**src/rtl/add_accumulator.sv**
```systemverilog
// add_accumulator: stream adder with group framing; ADD_ACCUMULATOR_SATURATE_EN clamps sum at all-ones.
module add_accumulator #(
    parameter int WIDTH = 8
) (
    input  logic             clk,
    input  logic             rst,
    input  logic [WIDTH-1:0] in_data,
    input  logic             in_valid,
    input  logic             in_last,
    output logic             in_ready,
    output logic [WIDTH-1:0] sum,
    output logic             ovf,
    output logic [7:0]       cnt,
    output logic             out_valid,
    input  logic             out_ready
);
    typedef enum logic {ACCUM, DONE} state_t;
    state_t state_q, state_d;
    logic [WIDTH-1:0] sum_q, sum_d;
    logic ovf_q, ovf_d;
    logic [7:0] cnt_q, cnt_d;
    logic accept, release_out;
    logic [WIDTH:0] add;
    assign accept = in_valid && in_ready;
    assign release_out = out_valid && out_ready;
    assign add = {1'b0, sum_q} + {1'b0, in_data};
    always_ff @(posedge clk) begin
        if (rst) begin
            state_q <= ACCUM;
            sum_q <= '0;
            ovf_q <= 1'b0;
            cnt_q <= '0;
        end else begin
            state_q <= state_d;
            sum_q <= sum_d;
            ovf_q <= ovf_d;
            cnt_q <= cnt_d;
        end
    end
    always_comb begin
        state_d = state_q;
        if (state_q == ACCUM && accept && in_last) state_d = DONE;
        if (state_q == DONE && out_ready) state_d = ACCUM;
    end
    always_comb begin
        in_ready = state_q == ACCUM;
        out_valid = state_q == DONE;
    end
    // a carry out of an all-ones sum covers the saturated case too
    always_comb begin
        sum_d = sum_q;
        ovf_d = ovf_q;
        cnt_d = cnt_q;
        if (accept) begin
`ifdef ADD_ACCUMULATOR_SATURATE_EN
            sum_d = add[WIDTH] ? '1 : add[WIDTH-1:0];
`else
            sum_d = add[WIDTH-1:0];
`endif
            ovf_d = ovf_q | add[WIDTH];
            cnt_d = cnt_q + {7'd0, cnt_q != 8'hff};
        end else if (release_out) begin
            sum_d = '0;
            ovf_d = 1'b0;
            cnt_d = '0;
        end
    end
    assign sum = sum_q;
    assign ovf = ovf_q;
    assign cnt = cnt_q;
endmodule

```
**config.mk**
```make
export PLATFORM = sky130hd
export DESIGN_NAME = add_accumulator
export DESIGN_NICKNAME = d
export VERILOG_FILES = /design/src/rtl/add_accumulator.sv
export SDC_FILE = /design/constraint.sdc
export NUM_CORES = 1
export LEC_CHECK = 0
export CAP_MARGIN = 20
export CORE_UTILIZATION = 40
export DETAILED_ROUTE_END_ITERATION = 6
export PLACE_DENSITY = 0.74
export SLEW_MARGIN = 10
export SYNTH_ARGS = -nofsm -noshare
export SYNTH_HDL_FRONTEND = slang
export SYNTH_SLANG_ARGS = --single-unit
```
**constraint.sdc**
```tcl
create_clock -name clk -period 1.9 [get_ports clk]
set_clock_uncertainty 0.15 [all_clocks]
set_input_delay 0.38 -clock clk [delete_from_list [all_inputs] [get_ports clk]]
set_output_delay 0.38 -clock clk [all_outputs]
set_load 0.01 [all_outputs]
```
==> impl_metrics.tcl, run 1 <==
set metrics [dict create \
    power_leakage_nw 0.7898 \
    synth_top_area_cell "dfxtp_1" \
    overflow 0 \
    fin_nets 219 \
    synth_cell_types 41 \
    cts-root-buf "clkbuf_4" \
    violations "setup timing" \
    peakVddDrop_mv 0.5559 \
    cp.arrival_ps 2060 \
    synth_top_family_by_area "compound AO/OA/AOI/OAI gates" \
    synth-edff-count 0 \
    layout-drive-gt1-share 0.3505 \
    cts_tree "built" \
    grt_start_max_net_pins 11 \
    firstDrtPassIters 4 \
    yosys.area.top_type_share 0.3276 \
    period_needed_ps 2011 \
    clock_path_buffers 2 \
    drv_slew 0 \
    clk_pin_slew_ps 110 \
    synth_area_leaders "dfxtp_1 (33%), ha_1 (11%), a21oi_1 (5.5%)" \
    initial_utilization 0.4322 \
    ant_nets 0 \
    avgViaCountPerCell 5.446 \
    globalplace.congestion 0.8702 \
    num_rows 18 \
    drv_cap 0 \
    r2r_start "sum[0]" \
    fmax_mhz 497.2 \
    die_h_um 54.44 \
    die_area_um2 2963 \
    hp-class "flop to flop" \
    synthAdderAreaFrac 0.1320 \
    critical_path.max_fanout 2 \
    avgSynthCellArea_um2 8.592 \
    timing.slew.headroom 0.7344 \
    crit_type "flop to flop" \
    hold_start "ovf" \
    grt_util_all_layers 0.2275 \
    detailed_place.area_um2 1678 \
    ios 32 \
    synthMuxAreaShare 0.03413 \
    whs_ps 339.0 \
    ys.warnings.count 0 \
    cts_sinks 18 \
    worst-r2r-setup-slack_ps -110 \
    status "finished, violations left" \
    path_cells "ha_4 -> fa_2 -> buf_4 -> buf_6 -> a21o_1 -> a211oi_2 -> a21oi_1 -> a22oi_1 -> nor2_1" \
    syn_nets 152 \
    reg2reg_depth 9 \
    netlist_instances 128 \
    die_w_um 54.44 \
    startpoint_type "flop" \
    finalSetupViolCount 3 \
    r2r_end "sum[4]" \
    power_density_nw_per_um2 593.7 \
    clock_latency_ps 310 \
    ys.flop_type "dfxtp_1" \
    multi_input_area_um2 782.0 \
    cp_top_family "compound AO/OA/AOI/OAI gates" \
    post-route-period-util 1.059 \
    synth_area_um2 1100 \
    synth-simple-area-share 0.2230 \
    total_power_w 0.001087 \
    synth-xor-area-share 0.01593 \
    critical_path_buf_inv_count 2 \
    synth.ff_latch_count 18 \
    slowest_stage "dfxtp_2" \
    via_count 1220 \
    drc_errors 0 \
    dp_hpwl_um 2312 \
    crit_start "sum[0]" \
    slowest_delay_ps 350 \
    crit_required_ps 1950 \
    area_growth_pct 66.44 \
    grt_pass1_wl_um 4809 \
    ys_seq_area_frac 0.3276 \
    yosys-top-cells-count "dfxtp_1 (18), nor2_1 (13), a21oi_1 (12), nand2_1 (12), ha_1 (10)" \
    io_buffers 31 \
    drt_iter0_markers 22 \
    crit_end "sum[4]" \
    fin_area_um2 1831 \
    antenna_found_initial 0 \
    synth-compound-area-share 0.2389 \
    crit_cells 9 \
    wirelength_um 3273 \
    max_slew.worst_pin.slew_ps 397.2 \
    wl_per_cell_um 14.61 \
    fin_ws_ps -111.4 \
    numCtsBuffers 3 \
    htree_levels 1 \
    nFillCells 197 \
    cp-end-kind "flop" \
    yosysMostFrequentCell "dfxtp_1" \
    hold_viol 0 \
    first_global_vias 1135 \
    coreArea_um2 2545 \
    n_antenna_cell 0 \
    seq_area_um2 371.6 \
    rsz0062_at_grt "true" \
    synth-async-reset-ratio 0 \
]
metal layers:
metal	up-vias	GRT usage	wire length, um	part of all wire
li1	606	-	-	-
met1	583	0.2659	1395	0.43
met2	26	0.4167	1730	0.53
met3	5	0.03333	107	0.033
met4	0	0.07692	39	0.012
met5	-	0	0	0
cell families after synthesis:
kind of cell | Yosys count
muxes | 3
AOI/OAI and AO/OA | 40
and+or+nand+nor | 46
DFF | 18
buffers and inverters | 8
adders and majority gates | 11
xor gates and xnor gates | 2
timing repair:
action                     CTS  global route
hold buffers                 0             0
pin swaps                    5            11
setup buffers                5             2
setup endpoints to repair    9             8
gates resized for setup     10            13
sequential cells by signal (all words and copies together), names as in the netlist:
signal     count
cnt            8
sum            8
ovf            1
out_valid      1
placed cells by master, fill, tap and decap left out, drive strengths merged, types with 2 or more instances in the layout:
master,count
a31oi,3
a22oi,6
dlygate4sd2,2
ha,10
dlymetal6s2s,2
nand2b,3
nand2,12
a21o,2
mux2,3
a21oi,13
clkdlybuf4s50,27
a211oi,3
dfxtp,18
nor3,4
inv,5
xor2,2
buf,34
clkbuf,4
nor2,14
nand3,3
o21ai,5
nand4,3
through the flow:
stage               utilization  TNS [ps]  std cells  setup WS (ps)
floorplan                     -         0        128          7.051
global route             0.7193    -615.1        224         -188.6
CTS                      0.6947    -190.4        222         -103.1
global placement         0.6593     -3019        213         -529.8
finish                   0.7193    -215.9        224         -111.4
detailed placement       0.6593     -3494        213         -582.8
worst min-delay path, delay by kind of cell, from the launching register on:
family,cells,cell delay [ps]
AOI/OAI and AO/OA,1,70
DFF,1,330
and+or+nand+nor,1,60
area by class of cell:
class | count | area share
Clock buffer | 4 | 0.01982
Multi-Input combinational cell | 102 | 0.4272
Tap cell | 30 | 0.02051
Inverter | 5 | 0.01025
Sequential cell | 18 | 0.2030
Timing Repair Buffer | 65 | 0.3192
worst min path at each step:
stage,endpoint,depth (start not counted)
after CTS,ovf,2
after global routing,ovf,2
after floorplan,cnt[3],2
after detailed placement,ovf,2
final,ovf,2
after global placement,ovf,2
where the power goes:
part	internal [W]	switching, W
registers	0.000406	0.0000260
clock network	0.000117	0.000136
logic	0.000217	0.000184
total	0.000741	0.000346
Power figures use the tool's default switching activity.
==> run 2, diff against run 1 <==
- CORE_MARGIN: default -> 1
- CORE_UTILIZATION: 40 -> 42
- PLACE_DENSITY: 0.74 -> 0.77
- SLEW_MARGIN: 10 -> default
==> impl_metrics.tcl, run 2 (synthesis gave the netlist of run 1 again) <==
set metrics [dict create \
    cts_sinks 18 \
    clock_latency_ps 310 \
    crit_required_ps 1950 \
    fin_nets 215 \
    critical_path_buf_inv_count 1 \
    first_global_vias 1165 \
    critical_path.max_fanout 5 \
    period_needed_ps 1934 \
    most-common-layout-cells "buf_4 (30), clkdlybuf4s50_1 (27), nor2_1 (12)" \
    fmax_mhz 517.2 \
    rsz0062_at_grt "true" \
    drv_slew 0 \
    pre_cts_ws_ps -602.9 \
    grt_util_all_layers 0.2296 \
    clock_path_buffers 2 \
    slowest_delay_ps 510 \
    via_count 1224 \
    avgViaCountPerCell 5.564 \
    grtUsageMet3 0.04598 \
    grt_start_max_net_pins 12 \
    dp_hpwl_um 2212 \
    cp-end-kind "flop" \
    timing.slew.headroom 0.7734 \
    startpoint_type "input pin" \
    use_met1 0.2708 \
    wirelength_um 3134 \
    die_w_um 53.17 \
    r2r_start "sum[0]" \
    n_antenna_cell 0 \
    globalplace.congestion 0.8429 \
    cts_tree "built" \
    whs_ps 342.7 \
    drt_iter0_markers 42 \
    layout-drive-gt1-share 0.3579 \
    cp.arrival_ps 1980 \
    die_h_um 53.17 \
    violations "setup timing" \
    reg2reg_depth 7 \
    area_growth_pct 66.89 \
    power_density_nw_per_um2 597.8 \
    cts-root-buf "clkbuf_4" \
    grt_busiest_layer "met2" \
    numCtsBuffers 3 \
    hold_depth 2 \
    power_leakage_nw 0.7927 \
    io_buffers 31 \
    clk_pin_slew_ps 120 \
    globalRouteMet2Util 0.4051 \
    wl_per_cell_um 14.25 \
    drc_errors 0 \
    firstDrtPassIters 6 \
    grt_pass1_wl_um 4726 \
    ant_nets 0 \
    tns_ps -62.32 \
    finalSetupViolCount 2 \
    status "finished, violations left" \
    ios 32 \
    die_area_um2 2827 \
    initial_utilization 0.4439 \
    worst-r2r-setup-slack_ps -30 \
    r2r_end "sum[6]" \
    antenna_found_initial 0 \
    min_to "ovf" \
    final_common_cell "buf_4" \
    fin_cells 220 \
    path_cells "clkdlybuf4s50_1 -> ha_4 -> a211o_1 -> a21oi_4 -> nor4_2 -> a41oi_1 -> a31oi_1" \
    slowest_stage "clkdlybuf4s50_1" \
    overflow 0 \
    post-route-period-util 1.018 \
    hold_viol 0 \
    num_rows 18 \
    crit_type "input pin to flop" \
    drv_cap 0 \
    coreArea_um2 2477 \
    peakVddDrop_mv 0.4446 \
    hold_start "ovf" \
    fin_ws_ps -33.62 \
    cp_top_family "compound AO/OA/AOI/OAI gates" \
    max_slew.worst_pin.slew_ps 338.8 \
    htree_levels 1 \
    hp-class "flop to flop" \
    dp.cells 212 \
]
[run 2: changes by cell type in the layout (fill, tap and decap cells not counted), sizes merged]
cell | before | now
buf | 34 | 30
[run 2: area by class of cell]
| cell class | count | area (um^2) |
|---|---|---|
| Clock buffer | 4 | 36.28 |
| Fill cell | 189 | 641.9 |
| Inverter | 5 | 18.77 |
| Multi-Input combinational cell | 102 | 833.3 |
| Sequential cell | 18 | 371.6 |
| Tap cell | 30 | 37.54 |
| Timing Repair Buffer | 61 | 538.0 |
[run 2: report_power, final]
group,switching (W),internal (W)
clock network,0.000131,0.000117
logic,0.000189,0.000226
registers,0.0000287,0.000406
total,0.000348,0.000749
[run 2: tightest hold or removal path: cells and delay by family (launching register included)]
kind	cells	cell delay, ps
simple gates	1	60
flops	1	330
compound gates	1	70
[run 2: how the worst max path moves through the flow]
stage          startpoint  endpoint  slack (ps)  cells after the start
2_1_floorplan      cnt[2]    cnt[6]           7                     10
3_3_place_gp   in_data[0]       ovf        -550                      8
3_5_place_dp   in_data[0]       ovf        -600                      8
4_1_cts            sum[0]    sum[6]        -100                      7
5_1_grt            sum[0]    sum[6]        -110                      7
6_report       in_data[2]    sum[6]         -30                      7
[run 2: metal layers]
metal	up-vias	wire, um	share of wire
li1	600	-	-
met1	583	1370	0.44
met2	37	1593	0.51
met3	4	141	0.045
met4	0	28	0.0089
met5	-	0	0
[run 2: repair_timing]
action / CTS / global route
hold buffers: 0 / 0
endpoints found under the hold margin: 0 / 0
cloned: 0 / 0
resized for setup: 13 / 17
buffers inserted: 3 / 1
pin swaps: 13 / 9
setup endpoints to repair: 8 / 9
[run 2: through the flow]
stage               area, um^2  utilization  total power (W)
global route              1836       0.7409         0.001167
floorplan                 1127            -        0.0006339
detailed placement        1658       0.6692        0.0008089
CTS                       1748       0.7056         0.001067
global placement          1658       0.6692        0.0007981
finish                    1836       0.7409         0.001097
==> run 3, diff against run 2 <==
- GPL_ROUTABILITY_DRIVEN: default -> 0
==> results of run 3 <==
Same layout as run 2: the final DEF is identical, and so are final timing and power.
